[src/rtl/clock_mux_sel_ctrl_pkg.sv]
// clock_mux_sel_ctrl_pkg: shared state encoding and settle-time limits for the clock_mux select sequencer
package clock_mux_sel_ctrl_pkg;
    typedef enum logic [1:0] {
        IDLE = 2'd0,
        GATE = 2'd1,
        SWAP = 2'd2
    } state_t;
    localparam int SETTLE_MIN = 1;
    localparam int SETTLE_MAX = 255;
endpackage

[src/rtl/clock_sel_sync.sv]
// clock_sel_sync: 2-flop synchronizer for the asynchronous mux select request
module clock_sel_sync (
    input  logic clk,
    input  logic rst,
    input  logic d,
    output logic q
);
    logic meta;
    // two-stage capture, both flops cleared by reset
    always_ff @(posedge clk) begin
        if (rst) {q, meta} <= 2'b00;
        else     {q, meta} <= {meta, d};
    end
endmodule

[src/rtl/clock_mux_sel_ctrl.sv]
// clock_mux_sel_ctrl: glitch-free clock_mux select sequencer (gate off, wait, flip sel, wait, ungate, done)
// Optional: define CLOCK_MUX_SEL_CTRL_REQ_SYNC_EN to pass req_sel through clock_sel_sync first
module clock_mux_sel_ctrl
    import clock_mux_sel_ctrl_pkg::*;
#(
    parameter int SETTLE_CYC = 4,
    localparam int CNT_W = $clog2(SETTLE_CYC + 1)
) (
    input  logic clk,
    input  logic rst,
    input  logic req_sel,
    output logic sel_out,
    output logic clk_en,
    output logic busy,
    output logic done
);
    localparam logic [CNT_W-1:0] SETTLE_LD = CNT_W'(SETTLE_CYC - 1);

    if (SETTLE_CYC < SETTLE_MIN || SETTLE_CYC > SETTLE_MAX) begin : g_bad_settle
        $error("SETTLE_CYC out of range");
    end

    state_t           state;
    logic [CNT_W-1:0] cnt;
    logic             req_s;
    logic             req_q;

`ifdef CLOCK_MUX_SEL_CTRL_REQ_SYNC_EN
    clock_sel_sync u_sync (
        .clk(clk),
        .rst(rst),
        .d  (req_sel),
        .q  (req_s)
    );
`else
    assign req_s = req_sel;
`endif

    // sample the request so the IDLE compare only ever sees a registered value
    always_ff @(posedge clk) begin
        req_q <= rst ? 1'b0 : req_s;
    end

    // switch sequencer: sel_out only moves while the downstream gate is closed
    always_ff @(posedge clk) begin
        if (rst) begin
            state   <= IDLE;
            cnt     <= '0;
            sel_out <= 1'b0;
            clk_en  <= 1'b1;
            busy    <= 1'b0;
            done    <= 1'b0;
        end else begin
            done <= 1'b0;
            case (state)
                IDLE: if (req_q != sel_out) begin
                    state  <= GATE;
                    clk_en <= 1'b0;
                    busy   <= 1'b1;
                    cnt    <= SETTLE_LD;
                end
                GATE: if (cnt != '0) cnt <= cnt - CNT_W'(1);
                else begin
                    sel_out <= ~sel_out;
                    state   <= SWAP;
                    cnt     <= SETTLE_LD;
                end
                SWAP: if (cnt != '0) cnt <= cnt - CNT_W'(1);
                else begin
                    clk_en <= 1'b1;
                    busy   <= 1'b0;
                    done   <= 1'b1;
                    state  <= IDLE;
                end
                default: state <= IDLE;
            endcase
        end
    end
endmodule

[config.mk]
export PLATFORM = sky130hd
export DESIGN_NAME = clock_mux_sel_ctrl
export DESIGN_NICKNAME = d
export VERILOG_FILES = /design/src/rtl/clock_mux_sel_ctrl_pkg.sv /design/src/rtl/clock_sel_sync.sv /design/src/rtl/clock_mux_sel_ctrl.sv
export SDC_FILE = /design/constraint.sdc
export NUM_CORES = 1
export LEC_CHECK = 0
export BUFFER_PORTS_ARGS = -buffer_cell sky130_fd_sc_hd__buf_2
export CAP_MARGIN = 25
export CORE_AREA = 2 2 39 41
export DETAILED_ROUTE_END_ITERATION = 16
export DIE_AREA = 0 0 41 43
export PLACE_DENSITY = 0.64
export RECOVER_POWER = 25
export SETUP_SLACK_MARGIN = 0.3
export SYNTH_ARGS = -nofsm -noshare
export SYNTH_HDL_FRONTEND = slang
export SYNTH_SLANG_ARGS = --single-unit
[constraint.sdc]
create_clock -name clk -period 1.5 [get_ports clk]
set_clock_uncertainty 0.2 [all_clocks]
set_input_delay 0.15 -clock clk [delete_from_list [all_inputs] [get_ports clk]]
set_output_delay 0.15 -clock clk [all_outputs]
set_load 0.02 [all_outputs]
==> results summary, run 1 <==
The global-route usage over all layers is 19.88%. The average instance in the mapped netlist occupies 8.837 um^2. The standby leakage power came out at 0.4270 nW. The type of the worst setup path is reg2reg. The layout overhead on the synthesized area came out at 77.43%. Setup repair after global routing could not meet its margin everywhere. The number of clock buffers added by TritonCTS is 3.

The via count of the first global-routing pass came out at 522. The first-pass detailed-route iteration total is 3. The maximum clock rate is 628.6 MHz. The top-level port count is 7. The vertical die dimension came out at 43 um. The number of antenna diodes in the final layout is 0. The cell count after synthesis came out at 64. The final route contains 548 vias. Once routing completed, OpenROAD measured the worst setup slack at -90.92 ps. Across the run, the number of max-cap violations was 0. The fill cell instance count of the final layout is 107. The H-tree depth is 1. The sum of routed wire length over all layers came out at 1461 um. The remaining antenna violation count after routing came out at 0. Counting instances, the worst hold path has a depth of 2. Yosys mapped a number of flops with a built-in enable equal to 0.

For the worst setup path, the data arrival time is 1570 ps. The final clock period utilization by the worst path is 106.1%. The buffer levels on the longest clock path is 2.

The floorplan has 14 rows. The global-route congestion overflow total is 0. For this design, the sink count on the clock tree is 10. The proportion of layout cells with a drive suffix above 1 came out at 58.33%. Buffers placed on the I/O ports in this run total 6. STA classifies the critical path endpoint as a register. The largest driver fanout on the critical path came out at 6. The setup slack after placement came out at -82.12 ps.

After routing the design area is 1003 um^2. Setup violations remaining at the end of the flow were counted as 4. After layout, the minimum clock period comes to 1591 ps. The floorplan die area came out at 1763 um^2. The via count normalized by instance count came out at 4.893. The final reports fail on setup timing. The first-pass GRT wire length is 2290 um.

The number of antenna violations at the first check in global routing is 0. The worst min-delay path class is in2reg. The fraction of the yosys area taken by sequential cells is 35.40%. Yosys printed 0 warnings. The run finished, with violations left. The congestion estimate from routability-driven global placement came to 0.7465. The placeable core area is 1384 um^2. The library cell used as clock root buffer is sky130_fd_sc_hd__clkbuf_4.

The total power per unit cell area came out at 2177 nW/um^2. The initial core utilization came out at 40.87%. Clock latency on the worst-skew pair, taken at its later pin, is 260 ps. In this run the register-to-register setup slack is -90 ps. The DRC violation total after the first TritonRoute iteration came out at 1. The total placed instance area came out at 748.2 um^2. The placed wire-length estimate after detailed placement is 819.8 um.

The clock transition at the register clock pins on the worst setup and hold paths after CTS is 60 ps. In the synthesized netlist the dominant register cell turns out to be sky130_fd_sc_hd__dfxtp_1. The final number of max-transition violations was 0. In the final design database the tool counted 106 nets.

The worst-case headroom to the max-slew limit is 78.66%. The number of hold violations in the final report came out at 0. The average wire length per cell after detail routing came out at 13.04 um. STA classifies the critical path startpoint as a register. The width of the die is 41 um.

The number of cells on the worst reg-to-reg path is 6. The net count after synthesis came out at 73. The data required time at the worst endpoint came out at 1470 ps. The worst-case IR drop observed on VDD is 1.130 mV. The number of distinct library cell variants in the gate-level netlist after synthesis is 23. The slew at the pin closest to its max-slew limit is 320.2 ps. The share of flip-flops with an asynchronous set or reset after synthesis came out at 0%. The cell area after synthesis came out at 565.5 um^2.

The maximum number of pins on one net before global-route repair came out at 11. The clock tree from TritonCTS is yes. The DRC violation count after routing came out at 0. The number of synthesized register bits came out at 10.
[cells in the mapped netlist, types with 2 or more instances]
master                      n  area share, %
sky130_fd_sc_hd__inv_1      5            3.3
sky130_fd_sc_hd__nand2_1    6            4.0
sky130_fd_sc_hd__nand2b_1   2            2.2
sky130_fd_sc_hd__o21ai_0    4            3.5
sky130_fd_sc_hd__ha_1       6             13
sky130_fd_sc_hd__a21o_1     2            2.7
sky130_fd_sc_hd__nor2b_1    3            3.3
sky130_fd_sc_hd__dfxtp_1   10             35
sky130_fd_sc_hd__nor2_1     6            4.0
sky130_fd_sc_hd__a21oi_1    6            5.3
sky130_fd_sc_hd__a311oi_1   2            3.1
[kinds of logic (layout without fill, tap and decap cells)]
group	after synthesis	count (layout)	synth area share, %
buf+inv	7	39	4.866
compound gates	18	18	23.67
xor+xnor	2	2	4.426
mux	1	1	1.770
simple gates	20	20	16.59
fa+ha+maj	6	6	13.27
flops	10	10	35.40
[power breakdown]
| part | internal [mW] | switching, mW |
|---|---|---|
| registers | 0.369 | 0.0917 |
| logic | 0.850 | 0.685 |
| clock network | 0.103 | 0.0870 |
| total | 1.32 | 0.864 |
[critical path, cell delays in order, from the launching register on]
cell and delay (ps):
sky130_fd_sc_hd__dfxtp_2 340, sky130_fd_sc_hd__inv_2 50, sky130_fd_sc_hd__ha_4 150, sky130_fd_sc_hd__nor2b_4 140, sky130_fd_sc_hd__a221oi_4 330, sky130_fd_sc_hd__a21oi_1 110
sky130_fd_sc_hd__a211oi_1 190
[final cells by class]
class / count / area (um^2) / share of cell area, %
well taps: 16 / 20.02 / 1.995
multi-input cells: 47 / 481.7 / 48.01
inverters: 5 / 21.27 / 2.120
repair buffers: 30 / 242.7 / 24.19
flip-flops and latches: 10 / 211.5 / 21.07
clock buffers: 4 / 26.28 / 2.618
[metrics by stage]
stage                     cells  setup TNS [ps]  util (%)  hold slack (ps)  total power, mW
final                       112          -236.7     72.51            10.46            2.185
after global routing        112          -574.4     72.51            15.03            2.334
after CTS                   109          -121.7     69.44            2.107            2.057
after detailed placement     97          -248.8     54.07            164.3            1.406
after global placement       97          -190.2     54.07            164.5            1.394
after floorplan              64               0         -            78.18            1.067
[layer usage]
metal,GRT usage (%),wire (um),vias up
li1,-,-,283
met1,21.57,586,255
met2,32.81,799,8
met3,10.47,58,2
met4,4.000,17,0
met5,0,0,-
[cell usage in the layout (no fill, tap or decap), types with 2 or more instances in the layout]
| cell type | synthesis | layout |
|---|---|---|
| sky130_fd_sc_hd__buf_4 | 0 | 18 |
| sky130_fd_sc_hd__buf_6 | 0 | 7 |
| sky130_fd_sc_hd__nor2_1 | 6 | 6 |
| sky130_fd_sc_hd__dfxtp_1 | 10 | 5 |
| sky130_fd_sc_hd__nand2_1 | 6 | 4 |
| sky130_fd_sc_hd__ha_4 | 0 | 4 |
| sky130_fd_sc_hd__inv_2 | 0 | 3 |
| sky130_fd_sc_hd__a21oi_1 | 6 | 3 |
| sky130_fd_sc_hd__clkbuf_4 | 0 | 3 |
| sky130_fd_sc_hd__dfxtp_2 | 0 | 3 |
| sky130_fd_sc_hd__buf_2 | 0 | 3 |
| sky130_fd_sc_hd__nand2_2 | 0 | 2 |
| sky130_fd_sc_hd__nor2b_1 | 3 | 2 |
| sky130_fd_sc_hd__o21ai_0 | 4 | 2 |
| sky130_fd_sc_hd__a311oi_1 | 2 | 2 |
| sky130_fd_sc_hd__a21o_1 | 2 | 2 |
| sky130_fd_sc_hd__a21oi_4 | 0 | 2 |
| sky130_fd_sc_hd__ha_1 | 6 | 2 |
| sky130_fd_sc_hd__clkbuf_1 | 1 | 2 |
| sky130_fd_sc_hd__dfxtp_4 | 0 | 2 |
[state kept, by name, summed over array words and instances (netlist names)]
| signal | cells |
|---|---|
| cnt | 3 |
| sel_out | 1 |
| clk_en | 1 |
| req_q | 1 |
| state | 2 |
| done | 1 |
| busy | 1 |
[final timing paths]
kind	start	to
worst max-delay path	cnt[0]	cnt[2]
worst min-delay path	rst	state[0]
worst max register to register	cnt[0]	cnt[2]
worst min register to register	busy	busy
[timing repair]
item                                   in CTS  in global routing
endpoints found under the hold margin       1                  0
resized for setup                          28                  4
setup endpoints to repair                   9                 11
pin swaps                                   8                  3
buffers inserted                            7                  3
hold buffers                                1                  0
Power figures use the tool's default switching activity.
==> inputs of run 2 (changes only) <==
--- a/config.mk
+++ b/config.mk
@@ -7,10 +7,12 @@
 export LEC_CHECK = 0
 export BUFFER_PORTS_ARGS = -buffer_cell sky130_fd_sc_hd__buf_2
 export CAP_MARGIN = 25
-export CORE_AREA = 2 2 39 41
+export CELL_PAD_IN_SITES_DETAIL_PLACEMENT = 1
+export CELL_PAD_IN_SITES_GLOBAL_PLACEMENT = 1
+export CORE_MARGIN = 1.5
+export CORE_UTILIZATION = 36
 export DETAILED_ROUTE_END_ITERATION = 16
-export DIE_AREA = 0 0 41 43
-export PLACE_DENSITY = 0.64
+export PLACE_DENSITY = 0.7
 export RECOVER_POWER = 25
 export SETUP_SLACK_MARGIN = 0.3
 export SYNTH_ARGS = -nofsm -noshare
==> run 2 against run 1 <==
  * The flow still finishes with violations (setup timing)
  * Cell area shrank 2.2%
  * Sequential share of layout area grew 0.99 points
  * Die area grew 3.1%
  * Sequential power grew 3%
  * Worst hold slack lost 8.4 ps
  * Via count grew 5.8%
  * Cell count shrank 0.89%
  * Clock-buffer cell count is the same
  * Flip-flop and latch count is the same
  * Register-to-register slack lost 180 ps
  * Power shrank 3.1%
  * Combinational power shrank 9.7%
  * Highest routed layer unchanged
==> results summary, run 2 (synthesized netlist as in run 1, its figures left out) <==
The critical path data arrival time came out at 1740 ps. The number of antenna violations at the first check in global routing came out at 0. The maximum clock rate came out at 564.3 MHz. Once detail routing completed, the nets flagged for antenna violations numbered 0. The fill cell instance count of the final layout is 166. Wires add up to 1932 um. The flip-flop count of the largest register, all copies and words added came out at 3. The setup slack after placement came out at -151.7 ps. The area occupied by registers came out at 216.5 um^2.

Dividing total power by cell area gives a power density of 2158 nW/um^2. The largest driver fanout on the critical path came out at 6. The via count normalized by instance count is 5.225. The final cell count without fillers is 111. The placed wire-length estimate after detailed placement came out at 1120 um. The final clock period utilization by the worst path is 118.1%. For flop-to-flop paths, the worst setup slack is -270 ps. The maximum number of pins on one net before global-route repair is 11. The width of the die is 42.64 um. Pin placement for this block handled 7 I/O pins.

In the layout the commonest cells are sky130_fd_sc_hd__buf_4, sky130_fd_sc_hd__nor2_1, sky130_fd_sc_hd__buf_2. After clock tree synthesis, the clock-pin slew on the worst setup and hold paths is 80 ps. The total of buffers placed on input and output ports came out at 6. For the worst setup path, the data required time is 1470 ps. The DRC violation total after the first TritonRoute iteration came out at 9.

The via total after detailed routing came out at 580. The largest register by flop count is cnt. The type of the worst setup path is reg2reg. The total of endpoints with negative setup slack in the final report is 5. Global routing finished with a remaining overflow of 0. The average wire length per cell after detail routing came out at 17.41 um. In this run the core area contains 14 standard-cell rows.

The kind of launch point of the worst setup path is a register. Adding up every negative setup slack in the final design gives -708.3 ps. Setup repair after global routing could not meet its margin everywhere. The worst hold path belongs to the class in2reg. The diode insertion count for antenna repair came out at 0. The final number of max-transition violations came out at 0.

The H-tree depth is 1. The number of buffers created by CTS came out at 3. The largest registers in the layout are cnt x3, state x2.

The global-route usage over all layers is 20.00%. Max-cap violations in this run came to 0. Summed over all cells, the static leakage comes to 0.4249 nW.

The longest clock path from root to sink contains 2 buffers. The cell count after placement came out at 95. CTS placed an instance of sky130_fd_sc_hd__clkbuf_4 at the clock tree root. The setup slack after layout is -272.1 ps. The count of cells along the worst hold path came out at 2. The via count of the first global-routing pass is 584.

The first global-routing pass estimated 2628 um of wire. The layout overhead on the synthesized area came out at 73.45%. The floorplan die area came out at 1818 um^2. The DRC violation count after routing is 0. For this design, the sink count on the clock tree is 10. The area of the multi-input gates came out at 459.2 um^2. In this run the tightest slew margin relative to its limit is 76.65%. The slew at the pin closest to its max-slew limit came out at 350.2 ps.

The initial core utilization is 37.98%. The shortest clock period the worst path allows after layout is 1772 ps. Leaving out fill and tap cells, the most frequent cell in the layout is sky130_fd_sc_hd__buf_4. IR analysis of the VDD net gives a maximum drop of 1.182 mV.

The clock tree from TritonCTS is yes. The worst register-to-register path begins at cnt[1]. The final layout contains 105 nets. The beginning of the worst hold path is rst. The worst reg2reg path endpoint is cnt[1].

STA classifies the critical path endpoint as a register. The first-pass detailed-route iteration total is 4. The hold-critical path endpoint is sel_out. The vertical die dimension came out at 42.64 um. The run finished, with violations left. The checks that failed: setup timing.

The placeable core area is 1489 um^2. The number of hold violations in the final report came out at 0. The later pin in the worst-skew pair is clocked with a latency of 280 ps. The proportion of layout cells with a drive suffix above 1 is 58.95%. Measured in cells, the most critical reg-to-reg path has a length of 6. The placer congestion estimate came out at 0.7406.
## run 2: metal layers
| layer | global-route usage [%] | routed length (um) | up-vias |
|---|---|---|---|
| met5 | 0 | 0 | - |
| met2 | 37.58 | 1063 | 10 |
| li1 | - | - | 281 |
| met4 | 1.875 | 23 | 0 |
| met3 | 7.759 | 65 | 2 |
| met1 | 21.43 | 780 | 287 |
## run 2: worst max-delay path: stages, from the launching register on
cell and delay (ps):
sky130_fd_sc_hd__dfxtp_2 370, sky130_fd_sc_hd__inv_2 60, sky130_fd_sc_hd__ha_4 160, sky130_fd_sc_hd__nor2b_4 140, sky130_fd_sc_hd__a221oi_4 370, sky130_fd_sc_hd__nor2_1 90, sky130_fd_sc_hd__a311oi_1 270
## run 2: worst max path at each step
| stage | startpoint | to | slack, ps | cells past startpoint |
|---|---|---|---|---|
| detailed placement | cnt[1] | state[1] | -150 | 5 |
| finish | cnt[1] | cnt[1] | -270 | 6 |
| global placement | cnt[1] | cnt[1] | -60 | 6 |
| floorplan | cnt[1] | cnt[2] | 2 | 6 |
| global route | cnt[1] | cnt[1] | -330 | 6 |
| CTS | cnt[0] | cnt[2] | -80 | 6 |
## run 2: area by class of cell
class / instances / share of cell area [%]
repair buffers: 29 / 22.96
clock buffers: 4 / 3.699
multi-input cells: 47 / 46.81
flip-flops and latches: 10 / 22.07
inverters: 5 / 2.423
well taps: 16 / 2.041
## run 2: what timing repair did
| action | in CTS | in global routing |
|---|---|---|
| pin swaps | 5 | 8 |
| buffers inserted | 2 | 7 |
| endpoints found under the setup margin | 9 | 10 |
| resized for setup | 13 | 16 |
| endpoints found under the hold margin | 2 | 0 |
| hold buffers | 3 | 0 |
## run 2: per-stage QoR
step / instance area (um^2) / power (mW) / hold slack, ps / utilization (%)
5_1_grt: 980.9 / 2.264 / 9.138 / 65.88
3_5_place_dp: 733.2 / 1.404 / 180.7 / 49.24
2_1_floorplan: 618.1 / 1.067 / 78.18 / -
6_report: 980.9 / 2.117 / 2.091 / 65.88
3_3_place_gp: 733.2 / 1.367 / 160.9 / 49.24
4_1_cts: 870.8 / 1.808 / 3.450 / 58.49
## run 2: where the power goes
| part | switching, mW | internal, mW |
|---|---|---|
| Combinational | 0.670 | 0.721 |
| Sequential | 0.102 | 0.371 |
| Clock | 0.106 | 0.148 |
==> inputs of run 3 (changes only) <==
--- a/config.mk
+++ b/config.mk
@@ -10,9 +10,9 @@
 export CELL_PAD_IN_SITES_DETAIL_PLACEMENT = 1
 export CELL_PAD_IN_SITES_GLOBAL_PLACEMENT = 1
 export CORE_MARGIN = 1.5
-export CORE_UTILIZATION = 36
+export CORE_UTILIZATION = 43
 export DETAILED_ROUTE_END_ITERATION = 16
-export PLACE_DENSITY = 0.7
+export PLACE_DENSITY = 0.78
 export RECOVER_POWER = 25
 export SETUP_SLACK_MARGIN = 0.3
 export SYNTH_ARGS = -nofsm -noshare
==> constraint.sdc (replaced) <==
create_clock -name clk -period 2.07 [get_ports clk]
set_clock_uncertainty 0.2 [all_clocks]
set_input_delay 0.207 -clock clk [delete_from_list [all_inputs] [get_ports clk]]
set_output_delay 0.207 -clock clk [all_outputs]
set_load 0.02 [all_outputs]
==> run 3 against run 2 <==
  * Register-to-register slack improved by 570 ps
  * Worst hold slack improved by 52 ps
  * First-iteration DRC count fell by 67%
  * Via count fell by 14%
  * Combinational power fell by 48%
  * The run now ends clean
  * Critical endpoint unchanged
  * Flip-flop and latch count did not move
  * Cell count fell by 17%
  * Worst setup slack improved by 570 ps
  * Highest routed layer unchanged
  * Critical path depth rose by 1
==> results summary, run 3 (synthesized netlist as in run 1, its figures left out) <==
Of the total power, registers draw 26.4%. The critical path is of the reg2reg type. The floorplan die area came out at 1542 um^2. The final setup TNS came out at 0 ps. The clock latency of the later-clocked register in the worst-skew pair is 270 ps. The net switching power came out at 537.8 uW. CTS built an H-tree with a depth of 1.

The total power per unit cell area came out at 1626 nW/um^2. The tightest hold path in the finished design has a slack of 54.13 ps. The first-pass detailed-route iteration total came out at 3.

The via count normalized by instance count came out at 5.424. The global-route congestion overflow total came out at 0. The via total after detailed routing is 499. The vertical die dimension is 39.27 um. The critical path endpoint category is a register. The maximum clock rate is 563.3 MHz.

The most congested layer reported by global routing is met2. The combinational power share is 58.5%. Setup repair after global routing could not meet its margin everywhere. The met3 capacity usage during global routing is 5.682%.

The net switching share of the total power is 43.27%. For the worst setup path, the data arrival time is 1730 ps. The worst min-delay path class is in2reg. The flow ran to the end, and the final reports show no timing, DRC or antenna violations. Dividing the detail-routed wire length by the instance count gives 17.38 um. The largest driver fanout on the critical path came out at 6.

Max-cap violations in this run came to 0. The number of buffers created by CTS is 3. The maximum number of pins on one net before global-route repair came out at 11. The kind of launch point of the worst setup path is a register. The sum of routed wire length over all layers is 1599 um. The buffer levels on the longest clock path is 2. The proportion of layout cells with a drive suffix above 1 is 35.90%.

At the pin with the least slew margin, the transition time is 377.8 ps. The row count came out at 12. The area growth from synthesis to layout is 35.18%. The number of clock sinks is 10. In the routed design, unresolved DRC markers number 0. The final number of max-transition violations came out at 0. The flip-flop count of the largest register, all copies and words added is 3.

The number of antenna violations at the first check in global routing was 0. The maximum vdd drop came out at 0.7787 mV. The met2 track utilization from global routing came out at 40.83%. The top-level port count is 7. The placeable core area came out at 1171 um^2. The shortest clock period the worst path allows after layout came out at 1775 ps. The remaining antenna violation count after routing is 0. The largest registers in the layout are cnt x3, state x2. The total of buffers placed on input and output ports came out at 6. The clock share of power came out at 15.1%. For this run, the number of standard cells in the final layout without fillers is 92. The final clock period utilization by the worst path is 85.76%. The worst-case headroom to the max-slew limit came out at 74.82%. For this run, global-route usage on met1 was measured as 27.93%.

The cell count after placement is 82. The design internal power is 705.0 uW. The first-pass GRT wire length is 2332 um.

The number of hold violations in the final report came out at 0. The clock transition at the register clock pins on the worst setup and hold paths after CTS came out at 80 ps. The width of the die came out at 39.27 um. Ranked by flip-flop count, first place goes to cnt. The diode insertion count for antenna repair came out at 0. The clock tree from TritonCTS is yes. Once the floorplan was initialized, standard cells occupied 48.29% of the core.

The first routing iteration left 3 violations. The data required time at the worst endpoint came out at 2030 ps. CTS placed an instance of sky130_fd_sc_hd__clkbuf_4 at the clock tree root. In the layout the commonest cells are sky130_fd_sc_hd__a21oi_1, sky130_fd_sc_hd__nand2_1, sky130_fd_sc_hd__nor2_1, sky130_fd_sc_hd__dfxtp_1, sky130_fd_sc_hd__buf_4.

The placed wire-length estimate after detailed placement is 962.1 um. Global routing consumed, over all layers together, 23.75% of the routing resources. In the final design database the tool counted 88 nets. The fill cell instance count of the final layout came out at 141.

The via count of the first global-routing pass came out at 512. The standby leakage power came out at 0.3235 nW. The placer congestion estimate came out at 0.7674. Setup violations remaining at the end of the flow were counted as 0.
## run 3: cell types whose count changed in the layout (fill, tap and decap cells not counted), moves of 2 or more
cell	previous run	this run
sky130_fd_sc_hd__buf_2	6	4
sky130_fd_sc_hd__buf_4	16	5
sky130_fd_sc_hd__buf_6	4	0
sky130_fd_sc_hd__clkbuf_1	0	2
sky130_fd_sc_hd__dfxtp_1	3	6
sky130_fd_sc_hd__dfxtp_4	3	1
sky130_fd_sc_hd__dlygate4sd3_1	3	1
sky130_fd_sc_hd__o21ai_0	2	4
## run 3: area by class of cell
type | instances | area, um^2 | area share (%)
multi-input combinational | 47 | 406.6 | 53.19
sequential | 10 | 207.7 | 27.17
timing repair buffer | 12 | 75.07 | 9.820
inverter | 5 | 21.27 | 2.782
tap | 14 | 17.52 | 2.291
clock buffer | 4 | 36.28 | 4.746
## run 3: repair_timing
item / CTS / global route
endpoints found under the hold margin: 1 / 0
pin swaps: 4 / 2
setup endpoints to repair: 4 / 5
gates cloned: 0 / 0
setup buffers: 2 / 3
hold buffers: 1 / 0
resized for setup: 6 / 15
## run 3: routing by layer
metal  up-vias  part of all wire, %
met5         -                    0
met4         0                 0.94
met3         2                  2.1
met2         6                   50
met1       242                   47
li1        249                    -
## run 3: final timing paths
check                             from  endpoint  slack, ps  cells after the start
worst max-delay path            cnt[0]    cnt[1]        290                      7
worst min-delay path               rst   sel_out         50                      2
worst max register to register  cnt[0]    cnt[1]        290                      7
worst min register to register    busy      busy        280                      2
## run 3: critical path: stages (launching register included)
cell	delay, ps
sky130_fd_sc_hd__dfxtp_2	370
sky130_fd_sc_hd__inv_4	60
sky130_fd_sc_hd__ha_4	150
sky130_fd_sc_hd__nor2b_4	150
sky130_fd_sc_hd__a221oi_4	400
sky130_fd_sc_hd__buf_4	180
sky130_fd_sc_hd__buf_4	90
sky130_fd_sc_hd__a311oi_1	70
## run 3: through the flow
stage	utilization (%)	power, mW	area, um^2	setup WS, ps
finish	65.28	1.243	764.5	294.7
global route	65.28	1.319	764.5	244.4
CTS	58.23	1.077	681.9	314.9
detailed placement	51.60	0.8279	604.3	165.7
global placement	51.60	0.8012	604.3	269.8
floorplan	-	0.6974	565.5	415.5
## run 3: power by group through the flow
| stage | combinational [mW] | clock, mW | sequential [mW] |
|---|---|---|---|
| after floorplan | 0.372 | 0 | 0.325 |
| after global placement | 0.501 | 0 | 0.300 |
| after detailed placement | 0.522 | 0 | 0.306 |
| after CTS | 0.588 | 0.180 | 0.309 |
| after global routing | 0.787 | 0.198 | 0.335 |
| final | 0.727 | 0.188 | 0.328 |
